`config.mk`:
```
export PLATFORM = sky130hd
export DESIGN_NAME = fetch_sequencer_flat
export DESIGN_NICKNAME = d
export VERILOG_FILES = /design/src/rtl/fetch_sequencer_pkg.sv /design/src/rtl/fetch_sequencer_if.sv /design/src/rtl/fetch_sequencer.sv /design/src/flat_wrapper.sv
export SDC_FILE = /design/constraint.sdc
export NUM_CORES = 1
export LEC_CHECK = 0
export ABC_CLOCK_PERIOD_IN_PS = 6600
export CORE_ASPECT_RATIO = 1.5
export CORE_MARGIN = 3
export CORE_UTILIZATION = 25
export CTS_BUF_LIST = sky130_fd_sc_hd__clkbuf_4 sky130_fd_sc_hd__clkbuf_8
export CTS_CLUSTER_SIZE = 24
export DETAILED_ROUTE_END_ITERATION = 8
export PLACE_DENSITY = 0.47
export SETUP_SLACK_MARGIN = 0.1
export SLEW_MARGIN = 25
export SYNTH_ARGS = -nofsm -noshare
export SYNTH_HDL_FRONTEND = slang
export SYNTH_SLANG_ARGS = --single-unit
```
`constraint.sdc`:
```
create_clock -name clk -period 6.6 [get_ports clk]
set_input_delay 1.32 -clock clk [delete_from_list [all_inputs] [get_ports clk]]
set_output_delay 1.32 -clock clk [all_outputs]
set_load 0.01 [all_outputs]
```
`src/rtl/fetch_sequencer_pkg.sv`:
```
// ----------------------------------------------------------------------------
// fetch_sequencer_pkg
//   Shared definitions for the IF-stage fetch sequencer: default widths,
//   default reset PC, default response timeout and the sequencer state type.
// ----------------------------------------------------------------------------
package fetch_sequencer_pkg;

   localparam int unsigned XLEN_DEF     = 32;
   localparam logic [31:0] RESET_PC_DEF = 32'h0000_0000;
   localparam int unsigned TIMEOUT_DEF  = 16;

   // IDLE: one settling cycle after reset, REQ: request on the bus,
   // WAIT: granted and waiting for rvalid, HOLD: data buffered behind an ID stall.
   typedef enum logic [1:0] {
      S_IDLE = 2'd0,
      S_REQ  = 2'd1,
      S_WAIT = 2'd2,
      S_HOLD = 2'd3
   } fetch_state_e;

endpackage

```
`src/rtl/fetch_sequencer_if.sv`:
```
// ----------------------------------------------------------------------------
// fetch_sequencer_if
//   Instruction-memory req/gnt/rvalid bus.
//   req    : fetch request (master -> slave)
//   addr   : word-aligned fetch address (master -> slave)
//   gnt    : request accepted this cycle (slave -> master)
//   rvalid : read data valid, one per granted request (slave -> master)
//   rdata  : instruction word (slave -> master)
// ----------------------------------------------------------------------------
interface fetch_sequencer_if
   import fetch_sequencer_pkg::*;
#(
   parameter int unsigned XLEN = XLEN_DEF
) ();

   logic            req;
   logic [XLEN-1:0] addr;
   logic            gnt;
   logic            rvalid;
   logic [XLEN-1:0] rdata;

   modport master (output req, output addr, input gnt, input rvalid, input rdata);
   modport slave  (input req, input addr, output gnt, output rvalid, output rdata);

endinterface

```
`src/rtl/fetch_sequencer.sv`:
```
// ----------------------------------------------------------------------------
// fetch_sequencer
//   IF-stage controller: owns the PC, issues one outstanding fetch at a time
//   over the imem bus and hands delivered instructions to the IF/ID register.
//   Ports:
//     clk, reset      : clock, asynchronous active-high reset
//     id_stall        : ID cannot accept; buffered instruction is held
//     branch_taken    : one-cycle redirect pulse from EX
//     branch_target   : redirect PC (low bits forced to zero)
//     imem            : instruction memory bus (master side)
//     IF_ID_write     : IF/ID loads fetch_pc/fetch_inst this cycle
//     IF_flush        : IF/ID clears this cycle (combinational on redirect)
//     fetch_pc/inst   : last delivered instruction and its PC
//     misalign_err    : pulse after a redirect to a non-word-aligned target
//     bus_err         : sticky, response not received within TIMEOUT_CYCLES
// ----------------------------------------------------------------------------
module fetch_sequencer
   import fetch_sequencer_pkg::*;
#(
   parameter int unsigned     XLEN           = XLEN_DEF,
   parameter logic [XLEN-1:0] RESET_PC       = XLEN'(RESET_PC_DEF),
   parameter int unsigned     TIMEOUT_CYCLES = TIMEOUT_DEF
) (
   input  logic              clk,
   input  logic              reset,
   input  logic              id_stall,
   input  logic              branch_taken,
   input  logic [XLEN-1:0]   branch_target,
   fetch_sequencer_if.master imem,
   output logic              IF_ID_write,
   output logic              IF_flush,
   output logic [XLEN-1:0]   fetch_pc,
   output logic [XLEN-1:0]   fetch_inst,
   output logic              misalign_err,
   output logic              bus_err
);

   localparam int unsigned     CNT_W    = $clog2(TIMEOUT_CYCLES + 1);
   localparam logic [CNT_W-1:0] CNT_MAX  = CNT_W'(TIMEOUT_CYCLES);
   localparam logic [CNT_W-1:0] CNT_LAST = CNT_W'(TIMEOUT_CYCLES - 1);
   localparam logic [XLEN-1:0]  PC_STEP  = XLEN'(32'd4);

   fetch_state_e     state_q, state_d;
   logic [XLEN-1:0]  pc_q, pc_d;
   logic             drop_q, drop_d;
   logic [CNT_W-1:0] wait_cnt_q, wait_cnt_d;
   logic [XLEN-1:0]  buf_q, buf_d;
   logic             bus_err_q, bus_err_d;
   logic             if_id_write_q, if_id_write_d;
   logic [XLEN-1:0]  fetch_pc_q, fetch_pc_d;
   logic [XLEN-1:0]  fetch_inst_q, fetch_inst_d;
   logic             misalign_q, misalign_d;

   logic             redirect_s;
   logic [XLEN-1:0]  target_s;
   logic             deliver_s;
   logic [XLEN-1:0]  deliver_inst_s;

   // Redirects are ignored in IDLE; otherwise they pre-empt everything.
   assign redirect_s = branch_taken && (state_q != S_IDLE);
   assign target_s   = {branch_target[XLEN-1:2], 2'b00};

   // Next-state, PC, drop, timeout and delivery decisions.
   always_comb begin
      state_d        = state_q;
      pc_d           = pc_q;
      drop_d         = drop_q;
      wait_cnt_d     = wait_cnt_q;
      buf_d          = buf_q;
      bus_err_d      = bus_err_q;
      deliver_s      = 1'b0;
      deliver_inst_s = buf_q;
      case (state_q)
         S_IDLE: begin
            state_d = S_REQ;
         end
         S_REQ: begin
            if (redirect_s) begin
               pc_d = target_s;
            end else begin
               pc_d = pc_q;
            end
            if (imem.gnt) begin
               // A request granted in the redirect cycle carries the old
               // address, so its response must be thrown away.
               state_d    = S_WAIT;
               wait_cnt_d = '0;
               drop_d     = redirect_s;
            end else begin
               state_d = S_REQ;
            end
         end
         S_WAIT: begin
            if (wait_cnt_q != CNT_MAX) begin
               wait_cnt_d = wait_cnt_q + CNT_W'(1);
            end else begin
               wait_cnt_d = wait_cnt_q;
            end
            if (wait_cnt_q == CNT_LAST) begin
               bus_err_d = 1'b1;
            end else begin
               bus_err_d = bus_err_q;
            end
            if (redirect_s) begin
               pc_d = target_s;
               if (imem.rvalid) begin
                  drop_d  = 1'b0;
                  state_d = S_REQ;
               end else begin
                  drop_d  = 1'b1;
                  state_d = S_WAIT;
               end
            end else if (imem.rvalid) begin
               if (drop_q) begin
                  // pc_q already holds the redirect target.
                  drop_d  = 1'b0;
                  state_d = S_REQ;
               end else if (!id_stall) begin
                  buf_d          = imem.rdata;
                  deliver_s      = 1'b1;
                  deliver_inst_s = imem.rdata;
                  pc_d           = pc_q + PC_STEP;
                  state_d        = S_REQ;
               end else begin
                  buf_d   = imem.rdata;
                  state_d = S_HOLD;
               end
            end else begin
               state_d = S_WAIT;
            end
         end
         S_HOLD: begin
            if (redirect_s) begin
               pc_d    = target_s;
               buf_d   = '0;
               state_d = S_REQ;
            end else if (!id_stall) begin
               deliver_s      = 1'b1;
               deliver_inst_s = buf_q;
               pc_d           = pc_q + PC_STEP;
               state_d        = S_REQ;
            end else begin
               state_d = S_HOLD;
            end
         end
         default: begin
            state_d = S_IDLE;
         end
      endcase
   end

   // Registered delivery outputs; fetch_pc/fetch_inst hold between deliveries.
   always_comb begin
      if_id_write_d = deliver_s;
      misalign_d    = redirect_s && (branch_target[1:0] != 2'b00);
      if (deliver_s) begin
         fetch_pc_d   = pc_q;
         fetch_inst_d = deliver_inst_s;
      end else begin
         fetch_pc_d   = fetch_pc_q;
         fetch_inst_d = fetch_inst_q;
      end
   end

   // State and output registers.
   always_ff @(posedge clk or posedge reset) begin
      if (reset) begin
         state_q       <= S_IDLE;
         pc_q          <= RESET_PC;
         drop_q        <= 1'b0;
         wait_cnt_q    <= '0;
         buf_q         <= '0;
         bus_err_q     <= 1'b0;
         if_id_write_q <= 1'b0;
         fetch_pc_q    <= '0;
         fetch_inst_q  <= '0;
         misalign_q    <= 1'b0;
      end else begin
         state_q       <= state_d;
         pc_q          <= pc_d;
         drop_q        <= drop_d;
         wait_cnt_q    <= wait_cnt_d;
         buf_q         <= buf_d;
         bus_err_q     <= bus_err_d;
         if_id_write_q <= if_id_write_d;
         fetch_pc_q    <= fetch_pc_d;
         fetch_inst_q  <= fetch_inst_d;
         misalign_q    <= misalign_d;
      end
   end

   assign imem.req     = (state_q == S_REQ);
   assign imem.addr    = (state_q == S_REQ) ? pc_q : '0;
   assign IF_flush     = redirect_s;
   // A write scheduled for the same cycle as a flush would load a wrong-path instruction.
   assign IF_ID_write  = if_id_write_q && !redirect_s;
   assign fetch_pc     = fetch_pc_q;
   assign fetch_inst   = fetch_inst_q;
   assign misalign_err = misalign_q;
   assign bus_err      = bus_err_q;

endmodule

```
`src/flat_wrapper.sv`:
```
// flat-port wrapper written by rule: the top's interface ports become plain ports
module fetch_sequencer_flat import fetch_sequencer_pkg::*;
#(
   parameter int unsigned     XLEN           = XLEN_DEF,
   parameter logic [XLEN-1:0] RESET_PC       = XLEN'(RESET_PC_DEF),
   parameter int unsigned     TIMEOUT_CYCLES = TIMEOUT_DEF
)
  (clk, reset, id_stall, branch_taken, branch_target, IF_ID_write, IF_flush, fetch_pc, fetch_inst, misalign_err, bus_err, imem_req, imem_addr, imem_gnt, imem_rvalid, imem_rdata);
  fetch_sequencer_if #(.XLEN(XLEN)) imem_i ();
  input  logic clk;
  input  logic reset;
  input  logic id_stall;
  input  logic branch_taken;
  input  logic [XLEN-1:0] branch_target;
  output logic IF_ID_write;
  output logic IF_flush;
  output logic [XLEN-1:0] fetch_pc;
  output logic [XLEN-1:0] fetch_inst;
  output logic misalign_err;
  output logic bus_err;
  output wire logic [$bits(imem_i.req)-1:0] imem_req;
  output wire logic [$bits(imem_i.addr)-1:0] imem_addr;
  input wire logic [$bits(imem_i.gnt)-1:0] imem_gnt;
  input wire logic [$bits(imem_i.rvalid)-1:0] imem_rvalid;
  input wire logic [$bits(imem_i.rdata)-1:0] imem_rdata;
  assign imem_req = imem_i.req;
  assign imem_addr = imem_i.addr;
  assign imem_i.gnt = imem_gnt;
  assign imem_i.rvalid = imem_rvalid;
  assign imem_i.rdata = imem_rdata;
  fetch_sequencer #(.XLEN(XLEN), .RESET_PC(RESET_PC), .TIMEOUT_CYCLES(TIMEOUT_CYCLES)) u_core (.clk(clk), .reset(reset), .id_stall(id_stall), .branch_taken(branch_taken), .branch_target(branch_target), .imem(imem_i), .IF_ID_write(IF_ID_write), .IF_flush(IF_flush), .fetch_pc(fetch_pc), .fetch_inst(fetch_inst), .misalign_err(misalign_err), .bus_err(bus_err));
endmodule
```
Word-level counts from Yosys, hierarchy flattened
Cells that the tools add are included.
{"block": "word_totals", "word_cells": 81, "regBits": 139, "in_bits": 70}
{"block": "op_classes", "eq_ne": 14, "reduce_logical": 15, "n_mux": 40, "n_addsub": 2}
{"cell": "32-bit two-way mux", "n": 16}
{"cell": "32-bit one-hot mux with 3 select lines", "n": 1}
{"cell": "32-bit one-hot mux with 2 select lines", "n": 1}
{"cell": "32-bit by 3-bit adder with 32-bit output (second input constant)", "n": 1}
{"cell": "2-bit two-way mux", "n": 7}
{"cell": "5-bit two-way mux", "n": 2}
{"cell": "5-bit one-hot mux with 2 select lines", "n": 1}
{"cell": "1-bit two-way mux", "n": 9}
{"cell": "2-bit by 1-bit inequality test with 1-bit output (second input constant)", "n": 4}
{"cell": "2-bit one-hot mux with 4 select lines", "n": 1}
{"cell": "2-bit nonzero test", "n": 4}
{"cell": "2-bit inequality test (second input constant)", "n": 3}
{"cell": "3-bit AND reduction", "n": 2}
{"cell": "5-bit by 1-bit adder with 5-bit output (second input constant)", "n": 1}
{"cell": "5-bit by 4-bit == test with 1-bit output (second input constant)", "n": 1}
{"cell": "5-bit inequality test (second input constant)", "n": 1}
{"cell": "5-bit AND reduction", "n": 1}
{"cell": "2-bit == test (second input constant)", "n": 2}
{"cell": "1-bit one-hot mux with 2 select lines", "n": 2}
{"cell": "4-bit AND reduction", "n": 1}
{"cell": "1-bit logical AND", "n": 3}
{"cell": "3-bit by 2-bit inequality test with 1-bit output (second input constant)", "n": 1}
{"cell": "3-bit inequality test (second input constant)", "n": 1}
{"cell": "3-bit nonzero test", "n": 1}
{"cell": "other kinds (4)", "n": 4}

Longest topological paths before layout
Gate-level depths: netlist of the first run.
{"block": "depth", "word_depth": 6, "ltp_mapped": 10, "depth_no_buf": 7}

Worst setup path after synthesis of the first run
OpenSTA, ideal clock, no wires.
{"block": "synth_path", "path_type": "input -> output", "startpoint": "input port branch_taken", "endpoint": "output port IF_ID_write", "slack_ns": 3.477, "n_path_buf": 1, "required_time_ns": 5.280, "path_stages": 3, "arrival_time_ns": 1.803, "path_cell_list": "nor2b_2 buf_6 nor2b_1"}
{"block": "synth_between", "elab_chain_len": 3}
{"item": "start: declaration", "line": "flat_wrapper.sv:13", "text": "input logic branch_taken;"}
{"item": "1-bit logical AND", "line": "fetch_sequencer.sv:60", "text": "assign redirect_s = branch_taken && (state_q != S_IDLE);"}
{"item": "net IF_flush", "line": "flat_wrapper.sv:16", "text": "output logic IF_flush;"}
{"item": "1-bit zero test", "line": "fetch_sequencer.sv:196", "text": "assign IF_ID_write = if_id_write_q && !redirect_s;"}
{"item": "1-bit logical AND", "line": "fetch_sequencer.sv:196"}
{"item": "end: declaration", "line": "flat_wrapper.sv:15", "text": "output logic IF_ID_write;"}
The timed path passes the listed nets, and every way through them passes these cells.

Worst setup path in the final report of the first run
{"block": "layout_path", "startpoint": "input port branch_taken", "endpoint": "output port IF_flush"}
{"block": "layout_between", "elab_chain_len": 1}
{"item": "1-bit logical AND", "line": "fetch_sequencer.sv:60"}
{"item": "end: declaration", "line": "flat_wrapper.sv:16"}
No other way between the ends.

==> results of run 1 <==
==> routing by layer <==
layer / vias up / track usage / part of all wire
met5: - / 0 / 0
met4: 0 / 0.04675 / 0.012
met3: 11 / 0.03889 / 0.046
met2: 135 / 0.2548 / 0.50
met1: 2754 / 0.1781 / 0.44
li1: 2770 / - / -
==> flip-flops by register name, summed over array words and instances (netlist names) <==
register / count
u_core.buf_q: 32
u_core.bus_err: 1
u_core.drop_q: 1
u_core.fetch_inst: 32
u_core.fetch_pc: 30
u_core.if_id_write_q: 1
u_core.misalign_err: 1
u_core.pc_q: 30
u_core.state_q: 2
u_core.wait_cnt_q: 5
==> synthesized netlist by cell type (all sizes together) (2+ instances only) <==
library cell | count | area (um^2)
dfrtp | 135 | 3378
nand2 | 108 | 405.4
nor2 | 72 | 270.3
o21ai | 50 | 250.2
buf | 34 | 200.2
nand2b | 34 | 212.7
and2 | 31 | 193.9
a31oi | 30 | 187.7
mux2 | 30 | 337.8
a21oi | 28 | 140.1
nand3 | 26 | 152.7
o22ai | 26 | 162.7
clkbuf | 21 | 78.83
a2bb2oi | 16 | 140.1
inv | 12 | 45.04
nand4 | 11 | 68.82
ha | 8 | 100.1
and3 | 6 | 37.54
nor3 | 5 | 25.02
a22oi | 4 | 30.03
nor4 | 4 | 61.31
o22a | 3 | 26.28
a21o | 2 | 15.01
a41o | 2 | 20.02
and4 | 2 | 17.52
nor2b | 2 | 15.02
o21a | 2 | 15.01
o221ai | 2 | 17.52
o2bb2ai | 2 | 17.52
==> power by group through the flow <==
stage / Combinational, mW / Sequential, mW / Clock (mW)
5_1_grt: 2.53 / 1.61 / 0.822
4_1_cts: 2.32 / 1.55 / 0.792
3_3_place_gp: 2.29 / 1.56 / 0
6_report: 2.28 / 1.54 / 0.754
3_5_place_dp: 2.31 / 1.57 / 0
2_1_floorplan: 1.24 / 1.55 / 0
==> final cells by class <==
class	count	area, um^2
Tap cell	333	416.7
Clock inverter	12	150.1
Sequential cell	135	3378
Timing Repair Buffer	178	1752
Multi-Input combinational cell	518	3050
Inverter	12	50.05
Fill cell	2684	16960
Clock buffer	20	275.3
==> critical path, stage by stage <==
cell	delay, ns
clkdlybuf4s50_1	0.47
nor2b_2	0.56
clkdlybuf4s50_1	0.66
==> path summary, 6_finish.rpt <==
check                                             from                              end  cells after the start
max in group asynchronous                        reset      u_core.buf_q[3]$_DFFE_PP0P_                      3
min in group asynchronous                        reset  u_core.fetch_pc[15]$_DFFE_PP0P_                      2
hold / removal             u_core.buf_q[5]$_DFFE_PP0P_      u_core.buf_q[5]$_DFFE_PP0P_                      2
setup reg to reg           u_core.state_q[0]$_DFF_PP0_  u_core.fetch_pc[31]$_DFFE_PP0P_                      8
hold reg to reg            u_core.buf_q[5]$_DFFE_PP0P_      u_core.buf_q[5]$_DFFE_PP0P_                      2
setup / recovery                          branch_taken                         IF_flush                      3
==> cells by family after synthesis <==
| kind of cell | Yosys count | synth area share |
|---|---|---|
| other | 1 | 0.0005605 |
| adders and majority gates | 8 | 0.01496 |
| DFF | 135 | 0.5050 |
| AOI/OAI and AO/OA | 169 | 0.1552 |
| buffers and inverters | 67 | 0.04844 |
| muxes | 31 | 0.05199 |
| xor gates and xnor gates | 1 | 0.001309 |
| and+or+nand+nor | 305 | 0.2226 |
==> summary.md, run 1 <==
| Metric | Value |
|---|---|
| Status | completed |
| Cell count after synthesis | 717 |
| Comb pwr share | 0.498 |
| Design Power | 4.573 mW |
| Hold buffer count at cts | 0 |
| Reg clk slew, reported paths | 0.07 ns |
| Drt wl/cell | 17.17 um |
| Vias in the first global route | 5956 |
| Fin crit share | 0.6559 |
| Lkg Pwr | 3.657 nW |
| Final setup fails | 0 |
| WP data arrival | 3.01 ns |
| Number of synthesized register bits | 135 |
| CP required | 5.28 ns |
| Hold_ws | 0.4834 ns |
| Clock power share | 0.165 |
| Final slew viol count | 0 |
| Area Growth Syn to Fin | 35.61% |
| Pre-CTS setup slack | 2.258 ns |
| Worst R2R Setup Slack | 3.48 ns |
| Fin util | 0.3485 |
| Detailed Route WL | 20.74 mm |
| Critical path class | in2out |
| Dpl cells | 1176 |
| Detail Route Antenna Nets | 0 |
| Post-CTS Resized | 0 |
| Asr flop ratio synth | 1.000 |
| Post-DP Area | 0.008647 mm^2 |
| Cell Pwr Density | 504.1 mW/mm^2 |
| Layout Cell Area excl Fill | 0.009072 mm^2 |
| Initial antenna violation count | 0 |
| Synth cell types | 46 |
| Worst Skew | 0.02293 ns |
| Fmax | 231.0 MHz |
| Rows | 72 |
| Fin. Hold Viols | 0 |
| VDD IR-drop max | 188.2 uV |
| Die Ht | 206.4 um |
| Synthesized cell area | 0.006690 mm^2 |
| Layout cells sized above 1 | 0.1017 |
| Top-Level Pins | 171 |
| Sw Ratio | 0.3915 |
| Post-CTS Setup Repair Bufs | 0 |
| GR Overflow Total | 0 |
| Worst Hold Class | reg2reg |
| Int Power | 2.783 mW |
| Layout Cells excl Fill | 1208 |
| Hpwl dp | 13.95 mm |
| Port bufs | 166 |
| Die extent in x | 139.6 um |
| Sequential fraction of the synthesis area | 0.5050 |
| Endpoint type of the worst setup path | primary output |
| DRT Pass-1 Iters | 4 |
| Largest net degree at the start of global routing | 77 |
| Setup_tns | 0 ns |
| Clk root buf | clkbuf_8 |
| Max_cap viols | 0 |
| Via/cell ratio | 4.694 |
| H-tree depth | 4 |
| Sequential power share | 0.337 |
| Ys Warns | 0 |
| Starting density of the core | 0.2570 |
| Syn Area/Cell | 9.331 um^2 |
| Total track usage | 0.1469 |
| Most frequent cells in the layout | 166 x clkdlybuf4s50_1, 135 x dfrtp_1, 108 x nand2_1 |
| Detailed Route Iter0 Violations | 268 |
| Post-synth top flop | dfrtp_1 |
| Startpoint Class | input port |
| CP Max Fanout | 12 |
| Worst-skew pair later-pin latency | 0.46 ns |
| CTS tree | done |
| Max_slew headroom | 0.4566 |
| Commonest non-fill, non-tap cell in the layout | clkdlybuf4s50_1 |
| Longest Clk Path Bufs | 2 |
| Setup WS post-layout | 2.271 ns |
| Via count | 5670 |
| Post-route DRC | 0 |
| Placer Congestion | 0.7253 |
| EDFF count, synth | 0 |
| Total Die Area | 0.02880 mm^2 |
| Slew @ Worst Pin | 0.8132 ns |
| TritonCTS Buffers | 17 |
| Crit path time final | 4.329 ns |
| Antenna cells | 0 |
| Final Net Count | 940 |
| Core Area | 0.02604 mm^2 |
| RSZ-0062 raised after global routing | no |
| Switching power | 1.791 mW |
| First-pass GRT wire length | 33.31 mm |
| Clock sink count | 135 |
Note: power is estimated with default switching activity, not from simulation.
==> run 2, diff against run 1 <==
ABC_CLOCK_PERIOD_IN_PS = 4400   (was 6600)
clock period = 4.4 ns   (was 6.6 ns; I/O delays follow)
==> run 2 against run 1 <==
  * Register-to-register slack got worse by 1.8 ns
  * Largest cell class unchanged
  * Clock skew down 0.0082 ns
  * Hold slack worse by 0.024 ns
  * Highest routed layer unchanged
  * Sequential share of layout area about the same
  * Critical path depth unchanged
  * Clock power grew 42%
  * Flip-flop and latch count is the same
  * Via count down 0.76%
  * Global-route usage fell by 0.48 points
  * Routed wire length shrank 2.3%
==> summary.md, run 2 (synthesis gave the netlist of run 1 again) <==
| Metric | Value |
|---|---|
| Most frequent cells in the layout | 166 x clkdlybuf4s50_1, 135 x dfrtp_1, 108 x nand2_1 |
| Worst Skew | 0.01470 ns (-0.008228 ns) |
| H-tree depth | 4 (unchanged) |
| Worst Hold Class | reg2reg |
| Hold_ws | 0.4591 ns (-0.02430 ns) |
| Total Die Area | 0.02880 mm^2 (unchanged) |
| CTS tree | done |
| Reg clk slew, reported paths | 0.07 ns (about the same) |
| Layout cells sized above 1 | 0.09759 (-0.004125) |
| Detailed Route Iter0 Violations | 276 (+3.0%) |
| Worst r2r src | u_core.state_q[0]$_DFF_PP0_ |
| Startpoint Class | input port |
| Detailed Route WL | 20.25 mm (-2.3%) |
| RSZ-0062 raised after global routing | no |
| Worst-skew pair later-pin latency | 0.45 ns (about the same) |
| DRT Pass-1 Iters | 4 (unchanged) |
| Largest net degree at the start of global routing | 136 (+77%) |
| Vias in the first global route | 5781 (-2.9%) |
| Worst r2r dst | u_core.pc_q[20]$_DFFE_PP0P_ |
| Slew @ Worst Pin | 0.8069 ns (-0.006325 ns) |
| Die extent in x | 139.6 um (unchanged) |
| Lkg Pwr | 3.656 nW (about the same) |
| Crit path time final | 3.475 ns |
| Longest Clk Path Bufs | 2 (unchanged) |
| Final Net Count | 939 (-0.11%) |
| Area Growth Syn to Fin | 35.55% (about the same) |
| Final slew viol count | 0 (unchanged) |
| Endpoint type of the worst setup path | primary output |
| CP required | 3.52 ns (-1.76 ns) |
| Commonest non-fill, non-tap cell in the layout | clkdlybuf4s50_1 |
| Max_cap viols | 0 (unchanged) |
| Critical path class | in2out |
| Starting density of the core | 0.2570 (unchanged) |
| VDD IR-drop max | 276.0 uV (+47%) |
| Hold buffer count at cts | 0 (unchanged) |
| Detail Route Antenna Nets | 0 (unchanged) |
| Core Area | 0.02604 mm^2 (unchanged) |
| Critical path origin | branch_taken |
| Via count | 5627 (-0.76%) |
| Clock sink count | 135 (unchanged) |
| Setup WS post-layout | 0.9246 ns (-1.346 ns) |
| Total track usage | 0.1421 (-0.004832) |
| GR Overflow Total | 0 (unchanged) |
| CP Max Fanout | 12 (unchanged) |
| Placer Congestion | 0.7339 (+1.2%) |
| Port bufs | 166 (unchanged) |
| Post-route DRC | 0 (unchanged) |
| First-pass GRT wire length | 32.34 mm (-2.9%) |
| Initial antenna violation count | 0 (unchanged) |
| Crit path capture | IF_flush |
| Final setup fails | 0 (unchanged) |
| Top-Level Pins | 171 (unchanged) |
| Register-to-Register Path Depth | 7 (-1) |
| Die Ht | 206.4 um (unchanged) |
| WP data arrival | 2.60 ns (-0.41 ns) |
| Drt wl/cell | 16.82 um (-2.0%) |
| Status | completed |
| Clk root buf | clkbuf_8 |
| Worst R2R Setup Slack | 1.71 ns (-1.77 ns) |
| Hpwl dp | 13.27 mm (-4.9%) |
| Post-CTS Resized | 0 (unchanged) |
| Setup_tns | 0 ns (unchanged) |
| Antenna cells | 0 (unchanged) |
| Cell Pwr Density | 748.1 mW/mm^2 (+48%) |
| Post-CTS Setup Repair Bufs | 0 (unchanged) |
| Via/cell ratio | 4.674 (-0.43%) |
| Fin crit share | 0.7899 |
| Fin. Hold Viols | 0 (unchanged) |
| Rows | 72 (unchanged) |
| TritonCTS Buffers | 17 (unchanged) |
| Max_slew headroom | 0.4608 (+0.004226) |
| Fmax | 287.7 MHz |
| Pre-CTS setup slack | 0.9378 ns (-1.320 ns) |
run 2: cell count changes in the layout (fill, tap and decap cells not counted), moves of 2 or more:
cell / change
clkbuf_8: +2
buf_4: -3
clkinv_2: -3
clkinv_4: -2
clkbuf_4: +4
clkinvlp_4: -2
run 2: how the worst min path moves through the flow:
stage / endpoint / cells after the start / from / slack [ns]
floorplan: u_core.buf_q[10]$_DFFE_PP0P_ / 2 / u_core.buf_q[10]$_DFFE_PP0P_ / 0.45
global placement: u_core.bus_err$_DFFE_PP0P_ / 1 / u_core.bus_err$_DFFE_PP0P_ / 0.45
detailed placement: u_core.bus_err$_DFFE_PP0P_ / 1 / u_core.bus_err$_DFFE_PP0P_ / 0.45
CTS: u_core.bus_err$_DFFE_PP0P_ / 1 / u_core.bus_err$_DFFE_PP0P_ / 0.47
global route: u_core.bus_err$_DFFE_PP0P_ / 1 / u_core.bus_err$_DFFE_PP0P_ / 0.47
finish: u_core.bus_err$_DFFE_PP0P_ / 1 / u_core.bus_err$_DFFE_PP0P_ / 0.46
run 2: layout make-up:
type / count / area, um^2
clock buffers: 26 / 332.8
clock inverters: 3 / 65.06
fillers: 2705 / 16970
inverters: 12 / 48.80
multi-input cells: 518 / 3050
flip-flops and latches: 135 / 3378
well taps: 333 / 416.7
repair buffers: 177 / 1777
run 2: power breakdown:
part | switching (mW) | internal, mW | leakage, nW
sequential | 0.486 | 1.83 | 1.62
combinational | 1.65 | 1.75 | 1.83
clock | 0.478 | 0.596 | 0.209
run 2: through the flow:
stage / util / power [mW] / area (um^2) / cells
4_1_cts: 0.3473 / 6.920 / 9041 / 1203
3_5_place_dp: 0.3320 / 5.792 / 8643 / 1174
5_1_grt: 0.3483 / 7.344 / 9069 / 1204
2_1_floorplan: - / 4.186 / 6705 / 720
6_report: 0.3483 / 6.784 / 9069 / 1204
3_3_place_gp: 0.3320 / 5.766 / 8643 / 1174
run 2: per-layer routing:
metal | track usage | up-vias | part of all wire
met1 | 0.1696 | 2724 | 0.43
met2 | 0.2469 | 121 | 0.51
met4 | 0.04501 | 0 | 0.013
met3 | 0.04120 | 13 | 0.051
met5 | 0 | - | 0
li1 | - | 2769 | -
run 2: critical path, cell delays in order:
cell             delay (ns)
clkdlybuf4s50_1        0.47
nor2b_2                0.58
clkdlybuf4s50_1        0.67
==> run 3, diff against run 2 <==
ABC_CLOCK_PERIOD_IN_PS = 3640   (was 4400)
clock period = 3.64 ns   (was 4.4 ns; I/O delays follow)
==> run 3 against run 2 <==
  * Clock-buffer cell count decreased by 2
  * Critical endpoint is now imem_addr[29]
  * Worst setup slack got worse by 0.52 ns
  * Sequential power increased by 20%
  * Cell count increased by 0.75%
  * Critical path depth increased by 2
  * Largest cell class unchanged
  * Clock skew increased by 0.0039 ns
  * First-iteration DRC count decreased by 26%
  * Core utilization increased by 0.44 points
  * Design area increased by 1.3%
==> summary.md, run 3 (synthesis gave the netlist of run 1 again) <==
| Metric | Value |
|---|---|
| Antenna cells | 0 (unchanged) |
| CP Max Fanout | 18 (+6) |
| Met1 Use GR | 0.1733 (+0.003665) |
| Register-to-Register Path Depth | 7 (unchanged) |
| DRT Pass-1 Iters | 5 (+1) |
| Layout Cells excl Fill | 1213 (+0.75%) |
| Layout cells sized above 1 | 0.1068 (+0.009229) |
| Grt met2 use | 0.2450 (-0.001902) |
| Clk root buf | clkbuf_8 |
| Max_cap viols | 0 (unchanged) |
| Area Growth Syn to Fin | 37.25% |
| Reg clk slew, reported paths | 0.07 ns (about the same) |
| Post-CTS Setup Repair Bufs | 0 (unchanged) |
| Via count | 5634 (+0.12%) |
| Port bufs | 166 (unchanged) |
| Worst R2R Setup Slack | 1.07 ns (-0.64 ns) |
| TritonCTS Buffers | 17 (unchanged) |
| Starting density of the core | 0.2570 (unchanged) |
| Critical path class | reg2out |
| Post-CTS Resized | 0 (unchanged) |
| Die extent in x | 139.6 um (unchanged) |
| Layout Cell Area excl Fill | 0.009183 mm^2 (+1.3%) |
| First-pass GRT wire length | 32.89 mm (+1.7%) |
| Detailed Route WL | 20.19 mm (-0.31%) |
| Worst r2r dst | u_core.fetch_pc[20]$_DFFE_PP0P_ |
| Detailed Route Iter0 Violations | 205 (-26%) |
| Final setup fails | 0 (unchanged) |
| Hpwl dp | 13.76 mm (+3.7%) |
| Dpl cells | 1181 (+0.60%) |
| Final slew viol count | 0 (unchanged) |
| Post-DP Area | 0.008733 mm^2 (+1.0%) |
| RSZ-0062 raised after global routing | no |
| Crit path time final | 3.236 ns |
| Die Ht | 206.4 um (unchanged) |
| Slowest cell on crit path | ha_1 |
| VDD IR-drop max | 340.8 uV (+23%) |
| H-tree depth | 4 (unchanged) |
| Worst Skew | 0.01861 ns (+0.003906 ns) |
| Total track usage | 0.1445 (+0.002456) |
| Drt wl/cell | 16.64 um (-1.1%) |
| CP required | 2.91 ns (-0.61 ns) |
| Worst Hold Class | reg2reg |
| Design Power | 8.428 mW (+24%) |
| Startpoint Class | register |
| Initial antenna violation count | 0 (unchanged) |
| Hold Path Origin | u_core.bus_err$_DFFE_PP0P_ |
| Endpoint type of the worst setup path | primary output |
| Worst-path cell chain | inv_1 -> ha_1 -> buf_4 -> and2_1 -> clkdlybuf4s50_1 |
| Top-Level Pins | 171 (unchanged) |
| Max_slew headroom | 0.3827 (-0.07810) |
| Clock sink count | 135 (unchanged) |
| CTS tree | done |
| Setup_tns | 0 ns (unchanged) |
| Fin util | 0.3527 (+0.004373) |
| Largest net degree at the start of global routing | 136 (unchanged) |
| Core Area | 0.02604 mm^2 (unchanged) |
| Cell Pwr Density | 917.8 mW/mm^2 (+23%) |
| Longest Clk Path Bufs | 2 (unchanged) |
| Fin crit share | 0.8891 |
| Hold buffer count at cts | 0 (unchanged) |
| Fin. Hold Viols | 0 (unchanged) |
| WP data arrival | 2.51 ns (-0.09 ns) |
| Gr busiest metal | met2 |
| Rows | 72 (unchanged) |
| GR Overflow Total | 0 (unchanged) |
| Final Net Count | 945 (+0.64%) |
| Fmax | 309.0 MHz |
| Detail Route Antenna Nets | 0 (unchanged) |
| Worst-skew pair later-pin latency | 0.46 ns (about the same) |
| Worst r2r src | u_core.state_q[0]$_DFF_PP0_ |
| Slowest stage delay, CP | 0.61 ns (-0.06 ns) |
| Most frequent cells in the layout | 166 x clkdlybuf4s50_1, 135 x dfrtp_1, 108 x nand2_1 |
| Hold worst-path end | u_core.bus_err$_DFFE_PP0P_ |
| Placer Congestion | 0.7573 (+3.2%) |
| Hold Path Depth | 1 (unchanged) |
| Total Die Area | 0.02880 mm^2 (unchanged) |
| Met3 Use GR | 0.04699 (+0.005787) |
| Post-route DRC | 0 (unchanged) |
| Status | completed |
| Commonest non-fill, non-tap cell in the layout | clkdlybuf4s50_1 |
| Slew @ Worst Pin | 0.9259 ns (+0.1191 ns) |
| Via/cell ratio | 4.645 (-0.62%) |
| Vias in the first global route | 5830 (+0.85%) |
| Lkg Pwr | 3.716 nW (+1.7%) |
## run 3: cell types whose count changed in the layout (fill, tap and decap cells not counted), sizes merged
cell | before | now
buf | 11 | 17
clkinv | 1 | 4
bufinv | 2 | 4
clkbuf | 26 | 24
## run 3: metal layers
layer	up-vias	wire [um]
met5	-	0
met4	0	378
li1	2786	-
met2	134	9973
met1	2696	8745
met3	18	1092
## run 3: where the power goes
part	switching [mW]	internal (mW)	total (mW)
clock	0.607	0.831	1.44
sequential	0.573	2.22	2.79
combinational	2.04	2.16	4.20
## run 3: area by class of cell
class                           instances  area [um^2]
Fill cell                            2695        16850
Sequential cell                       135         3378
Multi-Input combinational cell        518         3063
Timing Repair Buffer                  183         1827
Tap cell                              333        416.7
Clock buffer                           24        305.3
Clock inverter                          8        143.9
Inverter                               12        48.80
## run 3: metrics by stage
step           hold slack (ns)  worst slack [ns]
2_1_floorplan           0.4497             1.233
3_3_place_gp            0.4458            0.6336
3_5_place_dp            0.4448            0.6281
4_1_cts                 0.4612            0.2665
5_1_grt                 0.4688            0.1760
6_report                0.4555            0.4035
## run 3: worst max-delay path by stage
stage	cells after the start	endpoint	slack, ns	start
floorplan	1	u_core.buf_q[0]$_DFFE_PP0P_	1.23	reset
global placement	3	IF_flush	0.63	branch_taken
detailed placement	3	IF_flush	0.63	branch_taken
CTS	5	imem_addr[29]	0.27	u_core.state_q[1]$_DFF_PP0_
global route	5	imem_addr[25]	0.18	u_core.state_q[1]$_DFF_PP0_
finish	5	imem_addr[29]	0.40	u_core.state_q[1]$_DFF_PP0_
## run 3: critical path, delay by kind of cell, from the launching register on
family / cells / cell delay, ns
and+or+nand+nor: 1 / 0.14
DFF: 1 / 0.40
buffers and inverters: 3 / 0.91
adders and majority gates: 1 / 0.61
